--- config.mk ---
export PLATFORM = sky130hd
export DESIGN_NAME = tdes_ctrl_flat
export DESIGN_NICKNAME = d
export VERILOG_FILES = /design/src/rtl/tdes_ctrl_if.sv /design/src/rtl/tdes_ctrl.sv /design/src/flat_wrapper.sv
export SDC_FILE = /design/constraint.sdc
export NUM_CORES = 1
export LEC_CHECK = 0
export BUFFER_PORTS_ARGS = -buffer_cell sky130_fd_sc_hd__clkbuf_2
export CAP_MARGIN = 5
export CELL_PAD_IN_SITES_DETAIL_PLACEMENT = 2
export CELL_PAD_IN_SITES_GLOBAL_PLACEMENT = 2
export CORE_ASPECT_RATIO = 2
export CORE_MARGIN = 2
export CORE_UTILIZATION = 26
export CTS_CLUSTER_SIZE = 14
export DETAILED_ROUTE_END_ITERATION = 16
export GPL_ROUTABILITY_DRIVEN = 0
export GPL_TIMING_DRIVEN = 0
export PLACE_DENSITY_LB_ADDON = 0.1
export SYNTH_ARGS = -nofsm -noshare
export SYNTH_HDL_FRONTEND = slang
export SYNTH_SLANG_ARGS = --single-unit
--- constraint.sdc ---
create_clock -name clk_in -period 2.2 [get_ports clk_in]
set_input_delay 0.66 -clock clk_in [delete_from_list [all_inputs] [get_ports clk_in]]
set_output_delay 0.66 -clock clk_in [all_outputs]
set_load 0.005 [all_outputs]
--- src/rtl/tdes_ctrl_if.sv ---
// Request, core and result signal bundle for the triple-DES sequencing controller.
// Every handshake here is valid/ready: a transfer happens on a rising edge where both are high,
// and the valid side holds its payload stable until that edge.
interface tdes_ctrl_if;
  logic        req_valid_in;
  logic        req_ready_out;
  logic [63:0] req_data_in;
  logic [63:0] req_key1_in;
  logic [63:0] req_key2_in;
  logic [63:0] req_key3_in;
  logic        req_mode_in;
  logic        req_verify_in;

  logic [63:0] core_data_out;
  logic [63:0] core_key_out;
  logic        core_mode_out;
  logic        core_verify_out;
  logic        core_valid_out;
  logic [63:0] core_result_in;
  logic        core_result_valid_in;
  logic        core_ready_in;
  logic        core_err_in;

  logic [63:0] res_data_out;
  logic [1:0]  res_err_out;
  logic        res_valid_out;
  logic        res_ready_in;

  modport slave (
    input  req_valid_in, req_data_in, req_key1_in, req_key2_in, req_key3_in,
           req_mode_in, req_verify_in,
           core_result_in, core_result_valid_in, core_ready_in, core_err_in,
           res_ready_in,
    output req_ready_out,
           core_data_out, core_key_out, core_mode_out, core_verify_out, core_valid_out,
           res_data_out, res_err_out, res_valid_out
  );

  modport master (
    output req_valid_in, req_data_in, req_key1_in, req_key2_in, req_key3_in,
           req_mode_in, req_verify_in,
           core_result_in, core_result_valid_in, core_ready_in, core_err_in,
           res_ready_in,
    input  req_ready_out,
           core_data_out, core_key_out, core_mode_out, core_verify_out, core_valid_out,
           res_data_out, res_err_out, res_valid_out
  );
endinterface

--- src/rtl/tdes_ctrl.sv ---
// Sequences one single-DES core through the three EDE stages of a triple-DES request,
// with per-stage result timeout and core error abort.
module tdes_ctrl #(
  parameter int unsigned TIMEOUT_CYCLES = 1024
) (
  input  logic        clk_in,
  input  logic        rst_in,
  tdes_ctrl_if.slave  bus,
  output logic [1:0]  dbg_state_out
);

  typedef enum logic [1:0] {
    S_IDLE  = 2'd0,
    S_ISSUE = 2'd1,
    S_WAIT  = 2'd2,
    S_DONE  = 2'd3
  } state_e;

  localparam logic [15:0] TMO_LAST = 16'(TIMEOUT_CYCLES - 1);
  localparam logic [1:0]  ERR_OK   = 2'b00;
  localparam logic [1:0]  ERR_CORE = 2'b01;
  localparam logic [1:0]  ERR_TMO  = 2'b10;

  state_e      state_q, state_d;
  logic [1:0]  stage_q, stage_d;
  logic [15:0] tmo_q, tmo_d;
  logic [63:0] blk_q, blk_d;
  logic [63:0] key1_q, key1_d;
  logic [63:0] key2_q, key2_d;
  logic [63:0] key3_q, key3_d;
  logic        mode_q, mode_d;
  logic        verify_q, verify_d;
  logic [63:0] res_data_q, res_data_d;
  logic [1:0]  res_err_q, res_err_d;

  logic        req_ready;
  logic [63:0] key_sel;

  // Ready is held low during the reset cycle itself even though the state register reads IDLE.
  assign req_ready = (state_q == S_IDLE) && !rst_in;

  always_ff @(posedge clk_in) begin
    if (rst_in) begin
      state_q    <= S_IDLE;
      stage_q    <= 2'd0;
      tmo_q      <= 16'd0;
      blk_q      <= 64'd0;
      key1_q     <= 64'd0;
      key2_q     <= 64'd0;
      key3_q     <= 64'd0;
      mode_q     <= 1'b0;
      verify_q   <= 1'b0;
      res_data_q <= 64'd0;
      res_err_q  <= ERR_OK;
    end else begin
      state_q    <= state_d;
      stage_q    <= stage_d;
      tmo_q      <= tmo_d;
      blk_q      <= blk_d;
      key1_q     <= key1_d;
      key2_q     <= key2_d;
      key3_q     <= key3_d;
      mode_q     <= mode_d;
      verify_q   <= verify_d;
      res_data_q <= res_data_d;
      res_err_q  <= res_err_d;
    end
  end

  always_comb begin
    state_d    = state_q;
    stage_d    = stage_q;
    tmo_d      = tmo_q;
    blk_d      = blk_q;
    key1_d     = key1_q;
    key2_d     = key2_q;
    key3_d     = key3_q;
    mode_d     = mode_q;
    verify_d   = verify_q;
    res_data_d = res_data_q;
    res_err_d  = res_err_q;
    case (state_q)
      S_IDLE: begin
        if (bus.req_valid_in && req_ready) begin
          blk_d    = bus.req_data_in;
          key1_d   = bus.req_key1_in;
          key2_d   = bus.req_key2_in;
          key3_d   = bus.req_key3_in;
          mode_d   = bus.req_mode_in;
          verify_d = bus.req_verify_in;
          stage_d  = 2'd0;
          state_d  = S_ISSUE;
        end
      end
      S_ISSUE: begin
        if (bus.core_ready_in) begin
          tmo_d   = 16'd0;
          state_d = S_WAIT;
        end
      end
      S_WAIT: begin
        tmo_d = tmo_q + 16'd1;
        // A result on the final timeout cycle takes priority over the timeout.
        if (bus.core_result_valid_in) begin
          if (bus.core_err_in) begin
            res_data_d = 64'd0;
            res_err_d  = ERR_CORE;
            state_d    = S_DONE;
          end else begin
            blk_d = bus.core_result_in;
            if (stage_q == 2'd2) begin
              res_data_d = bus.core_result_in;
              res_err_d  = ERR_OK;
              state_d    = S_DONE;
            end else begin
              stage_d = stage_q + 2'd1;
              state_d = S_ISSUE;
            end
          end
        end else if (tmo_q == TMO_LAST) begin
          res_data_d = 64'd0;
          res_err_d  = ERR_TMO;
          state_d    = S_DONE;
        end
      end
      S_DONE: begin
        if (bus.res_ready_in) state_d = S_IDLE;
      end
      default: state_d = S_IDLE;
    endcase
  end

  // Encrypt runs K1,K2,K3 and decrypt runs K3,K2,K1; the middle stage always uses K2.
  always_comb begin
    key_sel = key2_q;
    if (stage_q == 2'd0)      key_sel = mode_q ? key3_q : key1_q;
    else if (stage_q == 2'd2) key_sel = mode_q ? key1_q : key3_q;
  end

  assign bus.req_ready_out   = req_ready;
  assign bus.core_data_out   = blk_q;
  assign bus.core_key_out    = key_sel;
  assign bus.core_mode_out   = mode_q ^ stage_q[0];
  assign bus.core_verify_out = verify_q;
  assign bus.core_valid_out  = (state_q == S_ISSUE);
  assign bus.res_valid_out   = (state_q == S_DONE);
  assign bus.res_data_out    = res_data_q;
  assign bus.res_err_out     = res_err_q;
  assign dbg_state_out       = state_q;

endmodule

--- src/flat_wrapper.sv ---
// flat-port wrapper written by rule: the top's interface ports become plain ports
module tdes_ctrl_flat 
#(
  parameter int unsigned TIMEOUT_CYCLES = 1024
)
  (clk_in, rst_in, dbg_state_out, bus_req_valid_in, bus_req_data_in, bus_req_key1_in, bus_req_key2_in, bus_req_key3_in, bus_req_mode_in, bus_req_verify_in, bus_core_result_in, bus_core_result_valid_in, bus_core_ready_in, bus_core_err_in, bus_res_ready_in, bus_req_ready_out, bus_core_data_out, bus_core_key_out, bus_core_mode_out, bus_core_verify_out, bus_core_valid_out, bus_res_data_out, bus_res_err_out, bus_res_valid_out);
  tdes_ctrl_if bus_i ();
  input  logic clk_in;
  input  logic rst_in;
  output logic [1:0] dbg_state_out;
  input wire logic [$bits(bus_i.req_valid_in)-1:0] bus_req_valid_in;
  input wire logic [$bits(bus_i.req_data_in)-1:0] bus_req_data_in;
  input wire logic [$bits(bus_i.req_key1_in)-1:0] bus_req_key1_in;
  input wire logic [$bits(bus_i.req_key2_in)-1:0] bus_req_key2_in;
  input wire logic [$bits(bus_i.req_key3_in)-1:0] bus_req_key3_in;
  input wire logic [$bits(bus_i.req_mode_in)-1:0] bus_req_mode_in;
  input wire logic [$bits(bus_i.req_verify_in)-1:0] bus_req_verify_in;
  input wire logic [$bits(bus_i.core_result_in)-1:0] bus_core_result_in;
  input wire logic [$bits(bus_i.core_result_valid_in)-1:0] bus_core_result_valid_in;
  input wire logic [$bits(bus_i.core_ready_in)-1:0] bus_core_ready_in;
  input wire logic [$bits(bus_i.core_err_in)-1:0] bus_core_err_in;
  input wire logic [$bits(bus_i.res_ready_in)-1:0] bus_res_ready_in;
  output wire logic [$bits(bus_i.req_ready_out)-1:0] bus_req_ready_out;
  output wire logic [$bits(bus_i.core_data_out)-1:0] bus_core_data_out;
  output wire logic [$bits(bus_i.core_key_out)-1:0] bus_core_key_out;
  output wire logic [$bits(bus_i.core_mode_out)-1:0] bus_core_mode_out;
  output wire logic [$bits(bus_i.core_verify_out)-1:0] bus_core_verify_out;
  output wire logic [$bits(bus_i.core_valid_out)-1:0] bus_core_valid_out;
  output wire logic [$bits(bus_i.res_data_out)-1:0] bus_res_data_out;
  output wire logic [$bits(bus_i.res_err_out)-1:0] bus_res_err_out;
  output wire logic [$bits(bus_i.res_valid_out)-1:0] bus_res_valid_out;
  assign bus_i.req_valid_in = bus_req_valid_in;
  assign bus_i.req_data_in = bus_req_data_in;
  assign bus_i.req_key1_in = bus_req_key1_in;
  assign bus_i.req_key2_in = bus_req_key2_in;
  assign bus_i.req_key3_in = bus_req_key3_in;
  assign bus_i.req_mode_in = bus_req_mode_in;
  assign bus_i.req_verify_in = bus_req_verify_in;
  assign bus_i.core_result_in = bus_core_result_in;
  assign bus_i.core_result_valid_in = bus_core_result_valid_in;
  assign bus_i.core_ready_in = bus_core_ready_in;
  assign bus_i.core_err_in = bus_core_err_in;
  assign bus_i.res_ready_in = bus_res_ready_in;
  assign bus_req_ready_out = bus_i.req_ready_out;
  assign bus_core_data_out = bus_i.core_data_out;
  assign bus_core_key_out = bus_i.core_key_out;
  assign bus_core_mode_out = bus_i.core_mode_out;
  assign bus_core_verify_out = bus_i.core_verify_out;
  assign bus_core_valid_out = bus_i.core_valid_out;
  assign bus_res_data_out = bus_i.res_data_out;
  assign bus_res_err_out = bus_i.res_err_out;
  assign bus_res_valid_out = bus_i.res_valid_out;
  tdes_ctrl #(.TIMEOUT_CYCLES(TIMEOUT_CYCLES)) u_core (.clk_in(clk_in), .rst_in(rst_in), .bus(bus_i), .dbg_state_out(dbg_state_out));
endmodule
==> results.json <==
{
  "portBuffers": 528,
  "cts.sinks": 344,
  "post_drt_wl_per_cell_um": 23.8,
  "dpl-instance-area_um2": 19300,
  "finalCoreUtilization_pct": 37.0,
  "leakage_nw": 9.24,
  "crit_arrival_ns": 2.31,
  "required_ns": 1.54,
  "rsz0062_at_grt": "true",
  "die_h_um": 351,
  "ff2ff_setup_slack_ns": 0.14,
  "ios": 530,
  "final_common_cell": "clkbuf_2",
  "grt_max_degree": 20,
  "path_buf_inv": 5,
  "grt_pass1_wl_mm": 115,
  "max_slew.worst_pin.slew_ns": 0.978,
  "slowest_delay_ns": 0.37,
  "n_fill_cell": 7027,
  "synth_area_um2": 15700,
  "clock_path_buffers": 3,
  "cts_tree": "built",
  "vias": 16420,
  "grt-ovfl-total": 0,
  "synth_top_area_cell": "dfxtp_1",
  "post-route-min-period_ns": 2.97,
  "holdCritPathClass": "in2reg",
  "yosysSeqAreaShare_pct": 44.0,
  "hpwl_mm": 62.1,
  "synth-edff-count": 0,
  "finalNetCount": 2846,
  "synth_area_leaders": "dfxtp_1, nand2_1, nand2b_1, o21ai_0, a22oi_1",
  "cp.depth": 10,
  "via_per_inst": 4.94,
  "ant_nets": 0,
  "reg2reg_depth": 7,
  "slew_violations": 0,
  "ir_worst_vdd_mv": 0.575,
  "cp_top_family": "buffers and inverters",
  "track_usage_pct": 24.5,
  "wl_mm": 79.0,
  "path_class": "reg2out",
  "relSlewSlack_pct": 34.8,
  "synthAdderAreaFrac_pct": 0.240,
  "final_cell_mix": "clkbuf_2, nand2_1, dfxtp_1",
  "syn-instance-count": 1910,
  "status": "finished with violations",
  "grt_pass1_vias": 18416,
  "drcViolationCount": 0,
  "synth_top_area_share_pct": 44.0,
  "critical_path.cell_chain": "inv_6 > ha_4 > nor2b_4 > buf_8 > buf_12 > clkbuf_16 > a22oi_2 > mux2i_4 > a21o_1 > clkbuf_2",
  "first_pass_iters": 4,
  "synth_nets": 2242,
  "max_cap_violations": 0,
  "synth-simple-area-share_pct": 21.8,
  "reg2reg_from": "u_core.dbg_state_out[1]",
  "yosys_register_bits": 344,
  "crit_fanout": 5,
  "max_freq_ghz": 0.337,
  "violations": "setup timing",
  "synth_compound_area_share_pct": 22.9,
  "final-setup-viol-count": 64,
  "avgSynthCellArea_um2": 8.20,
  "clkSlewWorstSetupHoldPaths_ns": 0.07,
  "ys.flop_type": "dfxtp_1",
  "clkLatencyLatePin_ns": 0.55,
  "layout-drive-gt1-share_pct": 33.8,
  "startpoint": "u_core.stage_q[0]",
  "whs_ns": 0.301,
  "start_util_pct": 26.2,
  "die_area_um2": 62300,
  "min_period_over_period_pct": 135,
  "endpoint": "bus_core_key_out[16]",
  "syn_to_final_growth_pct": 41.2,
  "ys_warn_count": 0,
  "synth_mux_area_share_pct": 3.88,
  "finalHoldViolCount": 0,
  "cp_slowest_cell": "dfxtp_4",
  "cts-root-buf": "clkbuf_16",
  "synth_top_family_by_area": "compound AO/OA/AOI/OAI gates",
  "num_rows": 127,
  "ys_async_sr_fraction_pct": 0,
  "antenna_found_initial": 17,
  "coreArea_um2": 59700,
  "drt_first_iter_violations": 492,
  "p_per_area_nw_per_um2": 749,
  "die_w_um": 177,
  "reg2reg_to": "u_core.bus.core_data_out[19]",
  "h-tree-depth": 2,
  "fin_skew_ns": 0.0118,
  "cts_buffers": 38,
  "cp-end-kind": "output port",
  "synth_xor_area_share_pct": 0.0560,
  "fin_ws_ns": -0.769,
  "start_kind": "flip-flop",
  "post-route-cell-area_um2": 22100,
  "synth_cell_type_count": 51
}
-- report_power, final --
part	internal [mW]	leakage [nW]	switching [mW]	total, mW
registers	6.68	2.82	0.384	7.06
logic	1.24	5.81	1.54	2.79
clock network	3.83	0.619	2.87	6.70
-- layout make-up --
class,count,area (µm²),share of cell area [%]
Antenna cell,5,12.5,0.0566
Buffer,164,1250,5.67
Clock buffer,57,1140,5.14
Clock inverter,12,120,0.543
Inverter,67,259,1.17
Multi-Input combinational cell,1331,8230,37.2
Sequential cell,344,6900,31.2
Tap cell,774,968,4.38
Timing Repair Buffer,568,3220,14.6
-- per-stage QoR --
stage	power (mW)	TNS, ns	std cells	worst slack (ns)
after global placement	9.64	-276.89	3212	-1.29
after CTS	16.7	-48.30	3306	-0.861
after detailed placement	9.75	-289.52	3212	-1.32
final	16.5	-44.97	3322	-0.769
after global routing	17.3	-50.84	3318	-0.880
after floorplan	8.35	-1.40	1910	-0.0303
-- worst min-delay path by stage --
stage	from	end	cells after the start
detailed placement	u_core.bus.res_data_out[39]	u_core.bus.res_data_out[39]	2
global route	bus_req_key1_in[2]	u_core.key1_q[2]	3
global placement	u_core.bus.res_data_out[57]	u_core.bus.res_data_out[57]	2
CTS	bus_req_key2_in[10]	u_core.key2_q[10]	3
finish	bus_req_key3_in[2]	u_core.key3_q[2]	3
floorplan	u_core.key3_q[0]	u_core.key3_q[0]	2
-- what timing repair did --
action | CTS | global route
pin swaps | 18 | 10
endpoints found under the setup margin | 364 | 133
resized for setup | 190 | 135
cloned | 5 | 6
hold buffers | 0 | 0
setup buffers | 22 | 7
-- cells by family (layout without fill, tap and decap cells) --
kind of cell / count (synthesis) / in the layout
xor+xnor: 1 / 1
fa+ha+maj: 3 / 3
simple gates: 738 / 738
compound gates: 529 / 529
other cells: 0 / 5
buf+inv: 235 / 868
mux: 60 / 60
flops: 344 / 344
-- state kept, by name (all words and copies together) (netlist names) --
register,flops
u_core.tmo_q,16
u_core.stage_q,2
u_core.bus.core_data_out,64
u_core.bus.res_err_out,2
u_core.bus.res_data_out,64
u_core.key1_q,64
u_core.dbg_state_out,2
u_core.key2_q,64
u_core.bus.core_verify_out,1
u_core.mode_q,1
u_core.key3_q,64
-- Yosys cell counts (all sizes together) (2+ instances only) --
library cell and instances:
o21ai 197, a21o 53, o22ai 11, nor4 4, a21oi 13, a22oi 107, buf 73, nor2 98
nor4b 2, a31oi 2, a311oi 67, o211ai 2, o311ai 2, nand2 400, nor2b 5, mux2 5
nand4b 3, or3 2, ha 3, mux2i 55, dfxtp 344, nand3 6, clkbuf 95, nand2b 196
o31ai 67, or2 3, and4 2, inv 67, and3 3, nand4 8, a211oi 3
-- per-layer routing --
metal	vias to the layer above	track usage (%)	wire [µm]
met1	7934	22.8	26200
li1	7782	-	-
met4	28	8.50	2610
met2	549	48.6	43500
met5	-	0	191
met3	127	8.00	6500
-- worst register-to-register path: stages, from the launching register on --
cell	delay, ns
dfxtp_1	0.34
buf_4	0.19
nand2b_1	0.08
buf_4	0.17
buf_2	0.38
clkbuf_2	0.34
nand2_1	0.15
a311oi_2	0.32
Power figures use the tool's default switching activity.
